`src/rtl/hamming_serial_rx.sv`:
```
// Framed serial receiver feeding the Hamming decoder: start bit, N-bit codeword LSB first,
// stop bit; presents each good codeword on a valid/ready register with error flags.
module hamming_serial_rx #(
    parameter int unsigned P     = 3,
    parameter int unsigned CNT_W = 16
) (
    input  logic                  clk,
    input  logic                  rst_n,
    input  logic                  bit_en,
    input  logic                  serial_in,
    output logic [2**P-2:0]       rx_msg,
    output logic                  rx_valid,
    input  logic                  rx_ready,
    output logic                  frame_err,
    output logic                  overrun,
    input  logic                  clear_err,
    output logic [CNT_W-1:0]      frame_cnt
);

    localparam int unsigned N = 2**P - 1;
    localparam logic [P-1:0] IdxLast = P'(N - 1);

    typedef enum logic [1:0] {StIdle, StData, StStop} state_e;

    state_e           state_q, state_d;
    logic [P-1:0]     idx_q, idx_d;
    logic [N-1:0]     shift_q, shift_d;
    logic [N-1:0]     msg_q, msg_d;
    logic             valid_q, valid_d;
    logic             ferr_q, ferr_d;
    logic             ovr_q, ovr_d;
    logic [CNT_W-1:0] cnt_q, cnt_d;

    always_ff @(posedge clk or negedge rst_n) begin
        if (!rst_n) begin
            state_q <= StIdle;
            idx_q   <= '0;
            shift_q <= '0;
            msg_q   <= '0;
            valid_q <= 1'b0;
            ferr_q  <= 1'b0;
            ovr_q   <= 1'b0;
            cnt_q   <= '0;
        end else begin
            state_q <= state_d;
            idx_q   <= idx_d;
            shift_q <= shift_d;
            msg_q   <= msg_d;
            valid_q <= valid_d;
            ferr_q  <= ferr_d;
            ovr_q   <= ovr_d;
            cnt_q   <= cnt_d;
        end
    end

    always_comb begin
        state_d = state_q;
        idx_d   = idx_q;
        shift_d = shift_q;
        msg_d   = msg_q;
        valid_d = valid_q;
        ferr_d  = ferr_q;
        ovr_d   = ovr_q;
        cnt_d   = cnt_q;

        if (valid_q && rx_ready) begin
            valid_d = 1'b0;
        end
        // Error events below override a same-cycle clear.
        if (clear_err) begin
            ferr_d = 1'b0;
            ovr_d  = 1'b0;
        end

        if (bit_en) begin
            unique case (state_q)
                StIdle: begin
                    if (!serial_in) begin
                        state_d = StData;
                        idx_d   = '0;
                    end
                end
                StData: begin
                    shift_d[idx_q] = serial_in;
                    if (idx_q == IdxLast) begin
                        state_d = StStop;
                    end else begin
                        idx_d = idx_q + P'(1);
                    end
                end
                StStop: begin
                    state_d = StIdle;
                    if (serial_in) begin
                        // Output register counts as free if it drains this same cycle.
                        if (!valid_q || rx_ready) begin
                            msg_d   = shift_q;
                            valid_d = 1'b1;
                            cnt_d   = cnt_q + CNT_W'(1);
                        end else begin
                            ovr_d = 1'b1;
                        end
                    end else begin
                        ferr_d = 1'b1;
                    end
                end
                default: state_d = StIdle;
            endcase
        end
    end

    assign rx_msg    = msg_q;
    assign rx_valid  = valid_q;
    assign frame_err = ferr_q;
    assign overrun   = ovr_q;
    assign frame_cnt = cnt_q;

endmodule
```
`config.mk`:
```
export PLATFORM = sky130hd
export DESIGN_NAME = hamming_serial_rx
export DESIGN_NICKNAME = d
export VERILOG_FILES = /design/src/rtl/hamming_serial_rx.sv
export SDC_FILE = /design/constraint.sdc
export NUM_CORES = 1
export LEC_CHECK = 0
export ABC_AREA = 1
export BUFFER_PORTS_ARGS = -buffer_cell sky130_fd_sc_hd__buf_2
export CAP_MARGIN = 20
export CORE_UTILIZATION = 45
export DETAILED_ROUTE_END_ITERATION = 16
export GPL_TIMING_DRIVEN = 0
export PLACE_DENSITY_LB_ADDON = 0.08
export SLEW_MARGIN = 10
export SYNTH_ARGS = -nofsm -noshare
export SYNTH_HDL_FRONTEND = slang
export SYNTH_SLANG_ARGS = --single-unit
```
`constraint.sdc`:
```
create_clock -name clk -period 2.42 [get_ports clk]
set_input_delay 0.242 -clock clk [delete_from_list [all_inputs] [get_ports clk]]
set_output_delay 0.242 -clock clk [all_outputs]
set_load 0.03 [all_outputs]
```
==> results by group, run 1 <==
Run status
  • Run status: finished clean

Die
  • I/O pin cnt: 32
  • Initial Util: 0.4811
  • Die Y: 65.50 um
  • Number of cell rows: 22
  • CORE AREA: 3771 um^2
  • Area of the die: 4290 um^2
  • Die width: 65.50 um

Pwr
  • VDD IR max: 0.3742 mV
  • Sw power: 437.9 uW
  • Sw Share: 0.3009
  • Clock Power Share: 0.276
  • Internal: 1017 uW
  • PwrDens: 692.6 nW/um^2
  • Leakage: 0.001114 uW
  • Combinational share of power: 0.182
  • Sequential share of power: 0.542

Synthesis
  • XOR/XNOR Fraction of Synth Area: 0.03862
  • Post-synth top cells: 80 x nand2_1, 38 x dfrtp_1, 21 x nor2_1, 18 x inv_1, 9 x o21ai_0
  • Top-count cell post-synth: nand2_1
  • Post-synthesis adder-cell area fraction: 0.02069
  • Mux cell area share after synthesis: 0
  • Synth async-reset ratio: 1.000
  • EDFF count, synth: 0
  • Cell Area, Synth: 1814 um^2
  • Syn Nets: 225
  • Largest family of logic cells by synthesized area: simple AND/OR/NAND/NOR gates
  • Most common flop cell mapped by yosys: dfrtp_1
  • Yosys warnings: 0
  • Cells after synthesis: 216
  • Seq/Total Area, Yosys: 0.5241
  • Synth unique cells: 25
  • Yosys reg bits: 38
  • Biggest area consumer among synthesized cells: dfrtp_1
  • Leading post-synthesis cells by cell area: dfrtp_1 52%, nand2_1 17%, nor2_1 4.3%, inv_1 3.7%, xor2_1 2.9%
  • Simple-Gate Fraction of Synth Area: 0.3186
  • Share of the synthesized area in the top cell type: 0.5241
  • Complex-gate fraction of the synthesized area: 0.05172
  • Syn Area/Cell: 8.399 um^2

STA
  • Final Critical Period: 1.389 ns
  • Finish-stage setup viols: 0
  • Fin Clk Skew: 0.002417 ns
  • Worst-Margin Slew: 0.8476 ns
  • Period utilization: 0.5740
  • Fin worst setup slack: 1.031 ns
  • Max Slew Vio Count: 0
  • Slew margin rel.: 0.4349
  • RSZ-0062 raised after global routing: false
  • Highest Clock Rate: 719.9 MHz
  • Fin. Hold Viols: 0
  • Sum Neg Setup Slack: 0 ns

Placement
  • HPWL after DPL: 2446 um
  • RePlAce Congestion: 0.7911
  • Buffers on Ports: 30
  • DP Worst Slack: 1.028 ns
  • Placed cell areas: 2024 um^2
  • Dpl cells: 294

Drt
  • Vias per cell: 4.801
  • DR vias: 1445
  • Final WL: 3313 um
  • Drt first pass iters: 4
  • ANT nets after route: 0
  • Drt drc: 0
  • Wirelength per Cell: 11.01 um
  • DRT iter0 DRCs: 85

GRT
  • Antenna violations before repair: 0
  • Vias in the first global route: 1448
  • Overflow after GRT: 0
  • Pin count of the biggest net entering global routing: 39
  • First-pass GRT wire length: 6279 um
  • Total track usage: 0.1944

Critical path
  • Number of stages on the worst setup path: 6
  • Reg2reg path depth: 6
  • CP startpoint: idx_q[0]
  • CP Capture Point: idx_q[2]
  • R2r setup slk: 1.03 ns
  • CP max stage cell: dfrtp_1
  • CP max stage delay: 0.39 ns
  • Critical R2R Capture: idx_q[2]
  • Worst path top cell family by delay: simple AND/OR/NAND/NOR gates
  • Critical Path Sink Type: flop
  • Worst Path Max Fanout: 7
  • Critical Path Start Type: flop
  • WP buf/inv: 1
  • Reg-to-reg critical path startpoint: idx_q[0]
  • Crit path kind: reg -> reg
  • CP arrival: 1.55 ns
  • CP Cell Sequence: inv_1 -> ha_1 -> nand3_1 -> nand2_1 -> nor2_2 -> o21ai_0
  • Worst path required time: 2.59 ns

Clock tree
  • Worst skew pair latency: 0.29 ns
  • Resize count post-CTS: 0
  • CTS sink count: 38
  • Post-CTS setup buffer count: 0
  • Reg clk slew, reported paths: 0.07 ns
  • Clock Tree Root: clkbuf_8
  • CTS max path bufs: 2
  • TritonCTS clock tree: yes
  • H-tree depth: 2
  • CTS Hold Bufs: 0
  • TritonCTS Buffers: 5

Finish
  • Final net count: 262
  • Layout Utilization: 0.5571
  • Synth-to-Final Area Change: 15.79%
  • Final instance area: 2101 um^2
  • N_diodes: 0
  • Fin cells: 301
  • Share of cells above drive strength 1: 0.1858

Job
  • Maxcap violations: 0

Min path
  • Worst min path class: in -> async
[registers in the layout (all words and copies together), names as in the netlist]
name and flops:
rx_valid 1, frame_err 1, frame_cnt 16, shift_q 7, idx_q 3, overrun 1, rx_msg 7, state_q 2
[placed cells by master, fill, tap and decap left out, drive strengths merged]
cell type,count
a21oi,4
a32o,1
buf,32
clkbuf,7
dfrtp,38
ha,3
inv,19
nand2,81
nand3,6
nand3b,7
nand4,3
nor2,27
nor3,4
o21ai,10
o21bai,1
o22ai,1
or2,1
xnor2,2
xor2,6
[cells by family after synthesis]
kind of cell	after synthesis
flops	38
buf+inv	21
simple gates	129
compound gates	17
fa+ha+maj	3
xor+xnor	8
[cell type report]
type                            instances  area, um^2
Buffer                                  2       12.51
Inverter                               19       71.32
Timing Repair Buffer                   30       150.1
Multi-Input combinational cell        157       779.5
Fill cell                             374        1670
Sequential cell                        38       950.9
Tap cell                               48       60.06
Clock buffer                            7       76.32
[how the worst min path moves through the flow]
stage | slack [ns] | from | end
final | 0.06 | rst_n | frame_cnt[9]
after detailed placement | 0.40 | rst_n | frame_cnt[5]
after floorplan | -0.05 | rst_n | frame_cnt[0]
after CTS | 0.08 | rst_n | frame_cnt[13]
after global routing | 0.12 | rst_n | frame_cnt[5]
after global placement | 0.40 | rst_n | frame_cnt[4]
[worst reg2reg max path, cell delays in order (launching register included)]
cell and delay (ns):
dfrtp_1 0.39, inv_1 0.13, ha_1 0.22, nand3_1 0.11
nand2_1 0.07, nor2_2 0.24, o21ai_0 0.12
[power groups by stage]
stage	logic, uW	clock network [uW]	registers, uW
final	265	401	789
after floorplan	166	0	823
after detailed placement	266	0	801
after global placement	261	0	801
after global routing	320	449	801
after CTS	268	419	788
[per-stage QoR]
| step | hold WS, ns | power, uW |
|---|---|---|
| floorplan | -0.05359 | 989.6 |
| global placement | 0.3959 | 1062 |
| global route | 0.1190 | 1571 |
| CTS | 0.08204 | 1476 |
| detailed placement | 0.3951 | 1066 |
| finish | 0.05765 | 1455 |
[routing by layer]
| metal | global-route usage | vias to the layer above | wire length, um |
|---|---|---|---|
| li1 | - | 750 | - |
| met1 | 0.2447 | 665 | 1594 |
| met2 | 0.3080 | 22 | 1517 |
| met3 | 0.06250 | 8 | 137 |
| met4 | 0.07609 | 0 | 62 |
| met5 | 0 | - | 0 |
Power figures use the tool's default switching activity.
==> run 2: changes to the inputs <==
==> constraint.sdc (replaced) <==
create_clock -name clk -period 1.4 [get_ports clk]
set_input_delay 0.14 -clock clk [delete_from_list [all_inputs] [get_ports clk]]
set_output_delay 0.14 -clock clk [all_outputs]
set_load 0.03 [all_outputs]
==> run 2 against run 1 <==
  * Combinational power increased by 80%
  * Register-to-register slack got worse by 0.93 ns
  * Global-route usage decreased by 0.71 points
  * Worst setup slack got worse by 0.93 ns
  * Cell count increased by 0.66%
  * Via count increased by 2.1%
  * Wire length increased by 0.57%
  * Sequential share of layout area decreased by 0.78 points
  * Largest cell class unchanged
  * Largest power group unchanged
==> results by group, run 2 (synthesis results as in run 1) <==
Run status
  • Run status: finished clean

GRT
  • Pin count of the biggest net entering global routing: 39
  • Overflow after GRT: 0
  • Total track usage: 0.1873
  • Vias in the first global route: 1344
  • First-pass GRT wire length: 5954 um
  • Antenna violations before repair: 0

STA
  • Fin Clk Skew: 0.002884 ns
  • Highest Clock Rate: 769.1 MHz
  • Max Slew Vio Count: 0
  • Fin. Hold Viols: 0
  • Final Critical Period: 1.300 ns
  • Slew margin rel.: 0.4444
  • Period utilization: 0.9287
  • Finish-stage setup viols: 0
  • Worst-Margin Slew: 0.8334 ns
  • Sum Neg Setup Slack: 0 ns

Die
  • CORE AREA: 3771 um^2
  • Initial Util: 0.4811
  • Number of cell rows: 22
  • I/O pin cnt: 32
  • Area of the die: 4290 um^2
  • Die width: 65.50 um
  • Die Y: 65.50 um

Critical path
  • Crit path kind: reg -> reg
  • Critical Path Sink Type: flop
  • Reg-to-reg critical path startpoint: state_q[0]
  • R2r setup slk: 0.1 ns
  • Critical Path Start Type: flop
  • Critical R2R Capture: frame_cnt[11]
  • CP arrival: 1.48 ns
  • Reg2reg path depth: 6
  • Worst Path Max Fanout: 9
  • Worst path required time: 1.58 ns

Placement
  • Placed cell areas: 2027 um^2
  • RePlAce Congestion: 0.7905
  • HPWL after DPL: 2402 um
  • Buffers on Ports: 30
  • Dpl cells: 294

Finish
  • Fin cells: 303
  • Max FFs per register: 16
  • Most common cell after layout, fill and taps aside: nand2_1
  • Synth-to-Final Area Change: 18.14%
  • Layout Utilization: 0.5683
  • Share of cells above drive strength 1: 0.2196
  • Final instance area: 2143 um^2
  • Final net count: 264
  • N_diodes: 0
  • Most frequent cells in the layout: 80 x nand2_1, 36 x dfrtp_1, 31 x buf_2, 20 x nor2_1, 16 x inv_1

Drt
  • ANT nets after route: 0
  • DRT iter0 DRCs: 70
  • Wirelength per Cell: 11.00 um
  • Drt drc: 0
  • DR vias: 1476
  • Drt first pass iters: 4
  • Vias per cell: 4.871
  • Final WL: 3332 um

Clock tree
  • Reg clk slew, reported paths: 0.07 ns
  • CTS max path bufs: 2
  • Clock Tree Root: clkbuf_8
  • TritonCTS clock tree: yes
  • H-tree depth: 2
  • Worst skew pair latency: 0.29 ns
  • TritonCTS Buffers: 5
  • CTS sink count: 38

Pwr
  • Leakage: 0.001121 uW
  • VDD IR max: 0.6650 mV
  • PwrDens: 1192 nW/um^2
  • Total Power: 2555 uW

Min path
  • Hold EP: state_q[0]
  • Worst min path class: in -> reg
  • WHS Path Cells: 2
  • Worst Hold Launch: bit_en

Job
  • Maxcap violations: 0
-- run 2: worst max path at each step --
stage                 startpoint       endpoint  slack [ns]  cells after the start
floorplan           frame_cnt[1]  frame_cnt[14]        0.03                      8
detailed placement    state_q[1]     shift_q[3]        0.03                      6
global route            idx_q[0]       idx_q[2]      -0.007                      7
global placement        idx_q[0]       idx_q[1]        0.04                      6
CTS                   state_q[1]     shift_q[3]        0.02                      6
finish                state_q[0]  frame_cnt[11]         0.1                      6
-- run 2: final cells by class --
cell class | instances | area [um^2]
Multi-Input combinational cell | 157 | 799.5
Timing Repair Buffer | 32 | 167.7
Sequential cell | 38 | 953.4
Fill cell | 385 | 1628
Inverter | 19 | 73.82
Buffer | 2 | 12.51
Clock buffer | 7 | 76.32
Tap cell | 48 | 60.06
-- run 2: through the flow --
stage          hold WS, ns  setup slack, ns
3_5_place_dp        0.2978          0.02861
6_report           0.08248          0.09981
4_1_cts            0.08068          0.01761
3_3_place_gp        0.2976          0.04049
5_1_grt            0.08547        -0.006764
2_1_floorplan      -0.1556          0.03136
-- run 2: routing by layer --
layer / GRT usage / vias up / routed length (um)
met3: 0.05208 / 6 / 129
met1: 0.2204 / 685 / 1534
met4: 0.08152 / 0 / 59
met5: 0 / - / 0
met2: 0.3170 / 27 / 1609
li1: - / 758 / -
-- run 2: report_power, final --
| part | leakage [uW] | total [uW] | internal, uW | switching [uW] |
|---|---|---|---|---|
| sequential | 0.000504 | 1370 | 1260 | 113 |
| combinational | 0.000579 | 476 | 171 | 305 |
| clock | 0.0000383 | 706 | 343 | 364 |
-- run 2: critical path, cell delays in order (launching register included) --
cell,delay (ns)
dfrtp_1,0.44
nor2_4,0.17
nand3b_4,0.19
nor2_4,0.22
nand2_1,0.07
nand2_1,0.06
nand2_1,0.05
-- run 2: timing repair --
item	4_1_cts	5_1_grt
endpoints found under the setup margin	0	13
hold endpoints to repair	38	0
hold buffers	1	0
setup buffers	0	1
resized for setup	0	8
